[config.mk]
export PLATFORM = sky130hd
export DESIGN_NAME = demux_1in_3out
export DESIGN_NICKNAME = d
export VERILOG_FILES = /design/src/rtl/demux_1in_3out.sv
export SDC_FILE = /design/constraint.sdc
export NUM_CORES = 1
export LEC_CHECK = 0
export CAP_MARGIN = 20
export CORE_ASPECT_RATIO = 0.6
export CORE_MARGIN = 5
export CORE_UTILIZATION = 45
export CTS_BUF_LIST = sky130_fd_sc_hd__clkbuf_8 sky130_fd_sc_hd__clkbuf_16
export CTS_CLUSTER_DIAMETER = 60
export CTS_CLUSTER_SIZE = 10
export DETAILED_ROUTE_END_ITERATION = 6
export DONT_BUFFER_PORTS = 1
export MAX_ROUTING_LAYER = met4
export SETUP_SLACK_MARGIN = 0.4
export SLEW_MARGIN = 20
export SYNTH_ARGS = -nofsm -noshare
export SYNTH_HDL_FRONTEND = slang
export SYNTH_SLANG_ARGS = --single-unit
export TNS_END_PERCENT = 20
[constraint.sdc]
create_clock -name clk -period 3.8 [get_ports clk]
set_input_delay 0.76 -clock clk [delete_from_list [all_inputs] [get_ports clk]]
set_output_delay 0.76 -clock clk [all_outputs]
set_load 0.05 [all_outputs]
[src/rtl/demux_1in_3out.sv]
// demux_1in_3out: routes one valid/ready input stream to one of three
// single-entry output slots (A, B, C) chosen by Sel. Sel=3 is an illegal
// destination: the word is accepted and dropped, a sticky error flag is set
// and a saturating drop counter is incremented.
//
// Ports
//   clk             rising-edge clock
//   reset           asynchronous active-high reset
//   DatoIn, Sel     word to route and its destination (0=A, 1=B, 2=C, 3=drop)
//   ValidIn         DatoIn/Sel are valid this cycle
//   ReadyIn         block accepts the presented word this cycle
//   DatoX, ValidX   holding register contents / occupancy for X in {A,B,C}
//   ReadyX          consumer of X accepts the held word
//   ErrSel          sticky: a word with Sel=3 was accepted
//   CuentaDescartes saturating count of words dropped for Sel=3
module demux_1in_3out #(
  parameter int unsigned WIDTH = 32
) (
  input  logic             clk,
  input  logic             reset,
  input  logic [WIDTH-1:0] DatoIn,
  input  logic [1:0]       Sel,
  input  logic             ValidIn,
  output logic             ReadyIn,
  output logic [WIDTH-1:0] DatoA,
  output logic [WIDTH-1:0] DatoB,
  output logic [WIDTH-1:0] DatoC,
  output logic             ValidA,
  output logic             ValidB,
  output logic             ValidC,
  input  logic             ReadyA,
  input  logic             ReadyB,
  input  logic             ReadyC,
  output logic             ErrSel,
  output logic [7:0]       CuentaDescartes
);

  localparam int unsigned NumSlots = 3;

  logic [WIDTH-1:0] dat_q [NumSlots];
  logic [2:0]       val_q;
  logic [2:0]       rdy_out;
  logic [2:0]       load;
  logic [2:0]       drain;
  logic             in_xfer;
  logic             drop;
  logic             err_q;
  logic [7:0]       cnt_q;

  assign rdy_out = {ReadyC, ReadyB, ReadyA};

  // Slot can take a word when empty or when it is being drained this edge.
  // Independent of ValidIn so upstream may wait on ReadyIn without deadlock.
  always_comb begin
    ReadyIn = 1'b1;
    unique case (Sel)
      2'd0:    ReadyIn = ~val_q[0] | rdy_out[0];
      2'd1:    ReadyIn = ~val_q[1] | rdy_out[1];
      2'd2:    ReadyIn = ~val_q[2] | rdy_out[2];
      default: ReadyIn = 1'b1;
    endcase
  end

  assign in_xfer = ValidIn & ReadyIn;
  assign drop    = in_xfer & (Sel == 2'd3);

  always_comb begin
    load  = '0;
    drain = '0;
    for (int i = 0; i < NumSlots; i++) begin
      load[i]  = in_xfer & (Sel == 2'(i));
      drain[i] = val_q[i] & rdy_out[i];
    end
  end

  // A load on the same edge as a drain replaces the word and keeps the slot
  // valid, so the old word leaves and the new one arrives without a bubble.
  always_ff @(posedge clk or posedge reset) begin
    if (reset) begin
      for (int i = 0; i < NumSlots; i++) begin
        dat_q[i] <= '0;
      end
      val_q <= '0;
    end else begin
      for (int i = 0; i < NumSlots; i++) begin
        if (load[i]) begin
          dat_q[i] <= DatoIn;
          val_q[i] <= 1'b1;
        end else if (drain[i]) begin
          val_q[i] <= 1'b0;
        end
      end
    end
  end

  always_ff @(posedge clk or posedge reset) begin
    if (reset) begin
      err_q <= 1'b0;
      cnt_q <= '0;
    end else if (drop) begin
      err_q <= 1'b1;
      if (cnt_q != 8'hFF) begin
        cnt_q <= cnt_q + 8'd1;
      end
    end
  end

  assign DatoA           = dat_q[0];
  assign DatoB           = dat_q[1];
  assign DatoC           = dat_q[2];
  assign ValidA          = val_q[0];
  assign ValidB          = val_q[1];
  assign ValidC          = val_q[2];
  assign ErrSel          = err_q;
  assign CuentaDescartes = cnt_q;

endmodule

# Word-level counts from Yosys, hierarchy flattened
# Index checks and enable logic that the tools add are counted.
classes:
  mux: 7
  eq_ne: 4
  n_reduce_logical: 5
  bitwise: 14
  n_addsub: 1
op_table:
  columns: ["op", "count"]
  rows:
  - ["8-bit by 1-bit adder with 8-bit output (second input constant)", 1]
  - ["1-bit bitwise AND", 8]
  - ["8-bit != test (second input constant)", 1]
  - ["1-bit 2-to-1 mux", 6]
  - ["2-bit nonzero test", 3]
  - ["2-bit == test (second input constant)", 2]
  - ["1-bit NOT", 3]
  - ["1-bit OR", 3]
  - ["1-bit one-hot mux with 3 select lines", 1]
  - ["2-bit by 1-bit == test with 1-bit output (second input constant)", 1]
  - ["2-bit zero test", 1]
  - ["2-bit AND reduction", 1]
word_totals:
  register_bits: 108
  input_bits: 40
  wordCells: 39
  out_inout_bits: 109

# Depth between registers and ports, before layout
# Gate-level depths: netlist (run 1).
logic_depth:
  ltp_word: 6
  mapped_depth: 5
  mapped_depth_nobuf: 5

# Worst setup path before layout (run 1)
# OpenSTA, ideal clock, no wires.
synth_timing:
  path_kind: "input-to-output"
  from: "input Sel[0]"
  to: "output ReadyIn"
  arrival_ps: 2074
  path_buffers: 1
  slack_ps: 966
  required_ps: 3040
  stages: 4
  path_cell_list: "buf_6 nand2_1 o21ai_0 o21ai_0"
synth_via:
  elab_chain_len: 2
  word_cells_on_any_way: 4
  cone_classes: "eq/ne (2); mux (1); reduce/logical (1)"
synth_rtl:
  columns: ["element", "line", "rtl"]
  rows:
  - ["from (decl)", "22", "input logic [1:0] Sel,"]
  - ["2-bit == test, or another cell as far along", "56", "unique case (Sel)"]
  - ["1-bit one-hot mux with 3 select lines (*)", "56", null]
  - ["to (decl)", "24", "output logic ReadyIn,"]
# Every way passes the cells marked *; elsewhere a longest branch is shown, timed or not.

# Worst setup path in the final report (run 1)
layout_timing:
  from: "register val_q[1]"
  to: "output ReadyIn"
layout_via:
  elab_chain_len: 3
layout_rtl:
  columns: ["element", "line", "rtl"]
  rows:
  - ["from (decl)", "41", "logic [2:0] val_q;"]
  - ["from (signal assigned)", "83", "val_q <= '0;"]
  - ["from (signal, indexed assignment)", "88", "val_q[i] <= 1'b1;"]
  - ["from (signal, indexed assignment)", "90", "val_q[i] <= 1'b0;"]
  - ["1-bit NOT", "58", "2'd1: ReadyIn = ~val_q[1] | rdy_out[1];"]
  - ["1-bit OR", "58", null]
  - ["1-bit one-hot mux with 3 select lines", "56", null]
# Every way passes these cells.

==> results by stage, run 1 <==
Route:
- Summed over all nets, wire length on met2 after detailed routing comes to 3680 um.
- The DRC violation count after routing is 0.
- The sum of routed wire length over all layers is 8570 um.
- The count of routing violations after the opening detailed-route iteration is 104.
- Dividing the detail-routed via count by the number of cells gives between 5 and 6.
- The detailed route wirelength on metal3 is 1190 um.
- The first TritonRoute pass finished after 3 iterations.
- The count of nets left with antenna violations once routing finished came out at 0.
- In the final routed layout, each cell accounts on average for approximately 21 um.
- The overall via count from detail_route is ~2100.
- In this run the top signal layer used is met4.
- The met1 routed wirelength after detailed routing is 3610 um.

STA:
- Across all hold checks on the routed design, the worst slack comes to 426 ps.
- Dividing the final minimum period by the clock period gives roughly 75%.
- In the final timing run, aggregate negative setup slack is 0 ps.
- The total count of max-transition violations in the final report is 0.
- For this run, the top clock speed supported by timing is between 300 and 400 MHz.
- For the pin with the worst max-slew slack, the measured transition is about 1000 ps.
- The worst pin sits at a relative slew slack of 31.8%.
- Setup repair after global routing left no endpoint under its margin.
- On the final layout, the worst clock skew is approximately 6.8 ps.
- The final critical delay including setup and external delays is 2840 ps.
- Setup violations remaining at the end of the flow were counted as 0.
- The final-report hold violation count came to 0.

Power and ir drop:
- Combinational logic burns 8.2% of the power.
- The switching component of the power is 1.61 mW.
- The final total power is 3.83 mW.
- The maximum ir drop on the vdd rail is roughly 0.36 mV.
- The internal power of the cells totals 2.23 mW.
- The clock network accounts for 27.8% of the total power.
- For this design the ratio of total power to cell area is between 800 and 900 mW/mm^2.
- Sequential cells account for between 60% and 70% of the total power.
- The reported leakage power is 1.97 nW.
- The switching fraction of total power is a little over two fifths.

Clock tree:
- The root buffer cell chosen for the clock tree is clkbuf_16.
- The number of post-CTS setup repair buffers is 0.
- The H-tree generated during clock tree synthesis spans 3 levels.
- After clock tree synthesis, the repair step resized 0 gates.
- TritonCTS built the clock tree.
- The clock transition at the register clock pins on the worst setup and hold paths after CTS is 70 ps.
- The number of buffers on the longest clock path is 2.
- The number of buffers inserted for hold repair after clock tree synthesis is 0.
- Clock tree synthesis inserted a total of 9 buffers.
- Counting every sink on the clock net gives between 100 and 150.
- For the worst-skew pair, the clock arrives at the later sink with an insertion delay of 340 ps.

Logic synthesis:
- The part of the Yosys area used for sequential elements is around 64%.
- The net count after synthesis is just over 300.
- Sorting the synthesized cells by area gives the leading types as dfrtp_1 (64%), mux2_2 (25%), buf_6 (1.9%).
- For this run, the leading register cell type out of synthesis is dfrtp_1.
- The number of enable-type register cells in the synthesized netlist is 0.
- The average instance in the mapped netlist occupies ~16 um^2.
- Yosys instantiated no cell more often than dfrtp_1.
- The number of warnings issued by yosys is 0.
- Ranked by instance count, the synthesized netlist is headed by dfrtp_1 (108), mux2_2 (95), nand2_1 (9).
- The post-synthesis cell area is between 0.004 and 0.005 mm^2.
- The number of distinct library cell variants in the gate-level netlist after synthesis is 29.
- Of all flip-flops after synthesis, the portion carrying an async set or reset was 100%.
- The count of state elements after synthesis is approximately 110.
- Synthesis produced a netlist whose cell count is roughly 260.
- The synthesized design spends more area on one cell type than any other, namely dfrtp_1.
- The proportion of netlist area held by the largest area contributor is roughly 64%.

Final layout:
- In the final design database the tool counted roughly 300 nets.
- The share of layout cells above drive strength 1 is a little under half.
- The area of all placed cells without fillers is approximately 0.0047 mm^2.
- The number of antenna diodes is 0.
- Relative to the synthesized area, the layout overhead comes to 10.7%.
- The core utilization of the finished layout is between 50 and 60%.

GRT:
- The number of global-route vias before repair was 2352.
- The wire length of the first global-routing pass is about 14000 um.
- Entering global routing, the biggest net connects around 50 pins.
- After global routing the overflow that remains totals 0.
- The number of antenna violations at the first check in global routing is 0.
- For this run, the total global-route usage over all layers was measured as around 16%.

Setup path:
- At the worst endpoint, the required time is between 3000 and 4000 ps.
- The dominant delay contributor by cell family on the critical path is compound AO/OA/AOI/OAI gates.
- Data on the critical path arrives at its endpoint at 2080 ps.
- The worst setup path is of the reg -> out kind.
- The largest individual stage delay along the critical path comes from the cell o21ai_1.
- The kind of capture point of the worst setup path is an output pin.
- On the worst path, the slowest cell contributes a delay of about 750 ps.
- In this run the worst path has a maximum fanout of 3.
- The sort of element at the start of the critical path is a flip-flop.
- Traced cell by cell, the critical path runs through nor2b_1, nand2_1, o21ai_0, o21ai_1.
- The count of buffer and inverter cells on the critical path is 0.

Outcome:
- The flow ran to the end, and the final reports show no timing, DRC or antenna violations.

Die:
- The total area inside the core boundary comes to slightly above 0.009 mm^2.
- Measured along the x axis, the die boundary spans about 140 um.
- From bottom edge to top edge, the die measures approximately 85 um.
- For this design the top-level I/O count stands at roughly 150.
- In this run the core area contains 27 standard-cell rows.
- The initial utilization of the core area, before any placement, comes to 46.1%.
- The die covers ~0.011 mm^2.

Flow run:
- The number of max-capacitance violations reported is 0.

Place:
- The last weighted congestion value of the routability-driven placer is 0.748.
- The placed wire-length estimate after detailed placement is ~6000 um.
- During placement, the flow inserted port buffers numbering 0.
- Summing all placed instances gives a cell area of approximately 0.0043 mm^2.

Min path:
- The class of the tightest hold or removal check is in -> async.
==> sequential cells by signal, summed over array words and instances (netlist names) <==
register and flops:
val_q 3, DatoC 32, CuentaDescartes 8, ErrSel 1, DatoB 32, DatoA 32
==> metal layers <==
layer  track usage (%)  vias up
met5                 -        -
met4              4.39        0
met3              9.72        9
met2              22.6       95
met1              20.1     1084
li1                  -      933
==> through the flow <==
stage          instances  setup WS [ps]
5_1_grt              401            879
3_3_place_gp         385           1310
3_5_place_dp         385           1310
2_1_floorplan        262            966
6_report             401            963
4_1_cts              401            951
==> worst paths after layout <==
| path | from | end | slack [ps] | cells after the start |
|---|---|---|---|---|
| max | val_q[1] | ReadyIn | 960 | 4 |
| min | reset | CuentaDescartes[1] | 430 | 1 |
| max reg2reg | val_q[1] | DatoB[11] | 1470 | 4 |
| min reg2reg | CuentaDescartes[5] | CuentaDescartes[5] | 830 | 1 |
| max in group asynchronous | reset | DatoA[25] | 2570 | 2 |
| min in group clk | Sel[0] | val_q[2] | 520 | 1 |
==> kinds of logic (layout without fill, tap and decap cells) <==
logic type               count (synthesis)  count (layout)  synth area share (%)
flip-flops                             108             108                  64.1
multiplexers                            98              98                  26.2
AND/OR/NAND/NOR                         29              29                  4.45
buffers and inverters                   12              21                  2.58
AO/OA/AOI/OAI                           10              10                  1.63
XOR/XNOR                                 4               4                 0.831
adder cells (fa/ha/maj)                  1               1                 0.297
==> power by group through the flow <==
stage,combinational [mW],sequential [mW],clock (mW)
finish,0.314,2.45,1.07
global route,0.356,2.49,1.15
CTS,0.321,2.46,1.10
detailed placement,0.320,2.49,0
global placement,0.303,2.49,0
floorplan,0.282,2.40,0
==> cells in the final DEF (no fill, tap or decap) <==
master      instances
a21oi_1             1
a311oi_2            1
a31oi_1             1
and3_4              1
buf_12              1
buf_4               2
bufinv_16           3
clkbuf_16           9
clkbuf_8            1
clkinv_4            1
clkinvlp_4          1
dfrtp_1           108
ha_1                1
inv_1               2
inv_6               1
mux2_1              3
mux2_2             95
nand2_1             9
nand2_2             1
nand2b_1            3
nand3_1             3
nand4_4             1
nor2_1              2
nor2_4              1
nor2b_1             1
nor3_1              2
nor3_2              1
nor3_4              1
nor3b_1             1
nor4_1              1
o21ai_0             5
o21ai_1             1
o31ai_2             1
or2_2               1
xnor2_1             1
xor2_1              3
==> layout make-up <==
class,count,area (um^2)
fill,727,4490
multi-input combinational,142,1410
timing repair buffer,3,35.0
sequential,108,2700
clock buffer,10,239
inverter,2,11.3
tap,130,163
clock inverter,6,111
(Power assumes the default switching activity.)
==> inputs of run 2 (changes only) <==
==> constraint.sdc (replaced) <==
create_clock -name clk -period 2.35 [get_ports clk]
set_input_delay 0.47 -clock clk [delete_from_list [all_inputs] [get_ports clk]]
set_output_delay 0.47 -clock clk [all_outputs]
set_load 0.05 [all_outputs]
==> run 2 against run 1 <==
Global-route usage increased by 0.18 points. First-iteration DRC count decreased by 28%. Wire length grew 0.60%. Total power grew 57%. Hold slack worse by 390 ps. Non-clock buffer count up 13. Via count grew 2.2%. Clock skew down 2.3 ps. Critical endpoint unchanged. Largest cell class unchanged. Largest power group unchanged.
==> results by stage, run 2 (synthesized netlist as in run 1, its figures left out) <==
Setup path:
- The number of cells on the worst reg-to-reg path was 3 (-1).
- The kind of capture point of the worst setup path is an output pin.
- The sort of element at the start of the critical path is a flip-flop.
- The biggest fanout along the worst timing path came to 3 (unchanged).
- The launch point of the worst reg-to-reg path is CuentaDescartes[7].
- The critical path in this run is classified as reg -> out.
- The arrival time at the worst endpoint came to 1400 ps (-680 ps).
- The endpoint identified for the worst register-to-register timing path is CuentaDescartes[1].
- The minimum setup slack among reg-to-reg paths is 690 ps (-780 ps).
- The data required time at the worst endpoint was 1880 ps (-1160 ps).

GRT:
- The total global-route track usage is 16.4% (+0.18 points).
- The number of global-route vias before repair is 2374 (+0.94%).
- The aggregate global routing overflow was 0 (unchanged).
- The number of antenna violations at the first check in global routing is 0 (unchanged).
- The largest net degree at the start of global routing was 45 (-8.2%).
- The wire length of the first global-routing pass is 14000 um (+1.5%).

Route:
- The routed length on met2 is 3680 um (about the same).
- The residual antenna-violating net count after detailed routing was 0 (unchanged).
- The number of iterations in the first detailed-routing pass is 4 (+1).
- The overall via count from detail_route is 2168 (+2.2%).
- The count of routing violations after the opening detailed-route iteration is 75 (-28%).
- The met1 routed wirelength after detailed routing is 3690 um (+2.3%).
- The DRC violation count after routing is 0 (unchanged).
- The sum of routed wire length over all layers was 8620 um (+0.60%).
- The detailed route wirelength on metal3 is 1160 um (-2.2%).
- The per-cell via count in the routed design is 5.26 (-0.51%).
- The detailed-route wire length per cell is 20.9 um (-2.1%).
- Routed signal wires occupy layers up through met4.

STA:
- Setup repair after global routing left no endpoint under its margin.
- The transition time at the pin with the least slew margin is 584 ps (-437 ps).
- The final-report hold violation count was 0 (unchanged).
- The highest attainable clock frequency is around 530 MHz.
- The sum of negative setup slack is 0 ps (unchanged).
- The worst setup skew after layout is 4.46 ps (-2.30 ps).
- The final worst-path cycle share is between 70 and 80%.
- The number of setup violations in the final report was 0 (unchanged).
- The final critical delay including setup and external delays is around 1900 ps.
- The worst path setup slack after routing was 478 ps (-486 ps).
- The total count of max-transition violations in the final report was 0 (unchanged).
- The tightest slew margin relative to the limit came to 61.1% (+29 points).

Clock tree:
- The deepest level of the CTS H-tree came to 3 (unchanged).
- The number of sinks handled by clock tree synthesis is 108 (unchanged).
- The worst-skew pair later-pin latency is 340 ps (about the same).
- The clock transition at the register clock pins on the worst setup and hold paths after CTS came to 60 ps (about the same).
- TritonCTS built the clock tree.
- The number of post-CTS setup repair buffers is 0 (unchanged).
- The number of buffers on the longest clock path is 2 (unchanged).
- The root cell of the clock tree is clkbuf_16.
- The number of buffers added by the clock tree synthesis step came to 9 (unchanged).

Die:
- The number of top-level pins was 149 (unchanged).
- The effective utilization at floorplan is 46.1% (unchanged).
- The floorplan core area came to 0.00916 mm^2 (unchanged).
- The die width is 135 um (unchanged).
- The die boundary height is 85 um (unchanged).
- The number of rows created at floorplan came to 27 (unchanged).
- The area of the die is 0.0115 mm^2 (unchanged).

Power and ir drop:
- The maximum ir drop on the vdd rail is 0.653 mV (+84%).
- The power density normalized to cell area came to 1270 mW/mm^2 (+54%).
- The reported leakage power is 2.02 nW (+2.4%).

Final layout:
- The number of antenna diodes came to 0 (unchanged).
- The library cells used most frequently in the layout, excluding fill and tap cells, are dfrtp_1 (107), mux2_2 (95), buf_4 (12).
- The area of all placed cells without fillers is 0.00475 mm^2 (+1.7%).
- The layout filler cell count came to 780 (+7.3%).
- The most common cell after layout, fill and taps aside is dfrtp_1.
- The share of layout cells above drive strength 1 is 48.2% (+2.8 points).
- The area added between synthesis and finish is 12.5%.
- The net total in the final layout was 320 (+4.2%).

Place:
- The number of buffer cells added on primary ports is 0 (unchanged).
- The pre-CTS worst setup slack was 613 ps (-692 ps).
- The last weighted congestion value of the routability-driven placer came to 0.748 (about the same).
- The cell area reported after detailed placement was 0.00445 mm^2 (+3.1%).
- The placed wire-length estimate after detailed placement came to 6220 um (+3.8%).

Outcome:
- The run finished with clean final reports.

Flow run:
- The number of max-capacitance violations reported is 0 (unchanged).

Min path:
- The class of the tightest hold or removal check is in -> async.
-- run 2: cell types whose count changed in the layout (fill, tap and decap cells not counted) --
cell        delta
dfrtp_2        +1
dfrtp_1        -1
nor2b_2        +1
bufinv_16      -2
clkinvlp_4     +1
clkinv_4       -1
nor2b_1        -1
buf_4         +10
buf_12         +3
-- run 2: repair_timing --
action	CTS	global route
hold endpoints to repair	0	0
setup endpoints to repair	1	1
hold buffers	0	0
resized for setup	1	1
-- run 2: worst max path at each step --
stage                  start         to  cells past startpoint
global placement    val_q[2]   DatoC[4]                      5
floorplan           val_q[1]    ReadyIn                      4
detailed placement  val_q[2]  DatoC[15]                      5
finish              val_q[2]    ReadyIn                      4
global route        val_q[2]    ReadyIn                      4
CTS                 val_q[1]    ReadyIn                      5
-- run 2: critical path, stage by stage, from the launching register on --
cell	delay (ps)
dfrtp_2	520
nand2b_1	120
o21ai_0	150
o21ai_1	80
buf_4	190
-- run 2: metal layers --
| metal | GRT usage, % | up-vias |
|---|---|---|
| li1 | - | 959 |
| met3 | 10.1 | 10 |
| met2 | 22.9 | 99 |
| met1 | 20.5 | 1100 |
| met4 | 3.57 | 0 |
| met5 | - | - |
-- run 2: stage by stage --
stage / power, mW / hold slack [ps] / cells / utilization (%)
4_1_cts: 6.09 / 35.2 / 412 / 51.8
3_3_place_gp: 4.58 / 406 / 398 / 48.7
6_report: 6.01 / 32.6 / 412 / 51.9
2_1_floorplan: 4.35 / 605 / 262 / -
3_5_place_dp: 4.62 / 398 / 398 / 48.7
5_1_grt: 6.28 / 58.6 / 412 / 51.9
-- run 2: final cells by class --
| cell class | instances | area [um^2] | area share [%] |
|---|---|---|---|
| multi-input cells | 142 | 1410 | 29.7 |
| well taps | 130 | 163 | 3.43 |
| clock inverters | 4 | 50.0 | 1.05 |
| repair buffers | 16 | 170 | 3.58 |
| clock buffers | 10 | 239 | 5.03 |
| flip-flops and latches | 108 | 2700 | 57.0 |
| inverters | 2 | 11.3 | 0.237 |
-- run 2: power breakdown --
| part | total (mW) | internal (mW) | switching [mW] |
|---|---|---|---|
| Clock | 1.46 | 0.843 | 0.621 |
| Combinational | 0.768 | 0.374 | 0.394 |
| Sequential | 3.78 | 2.22 | 1.56 |
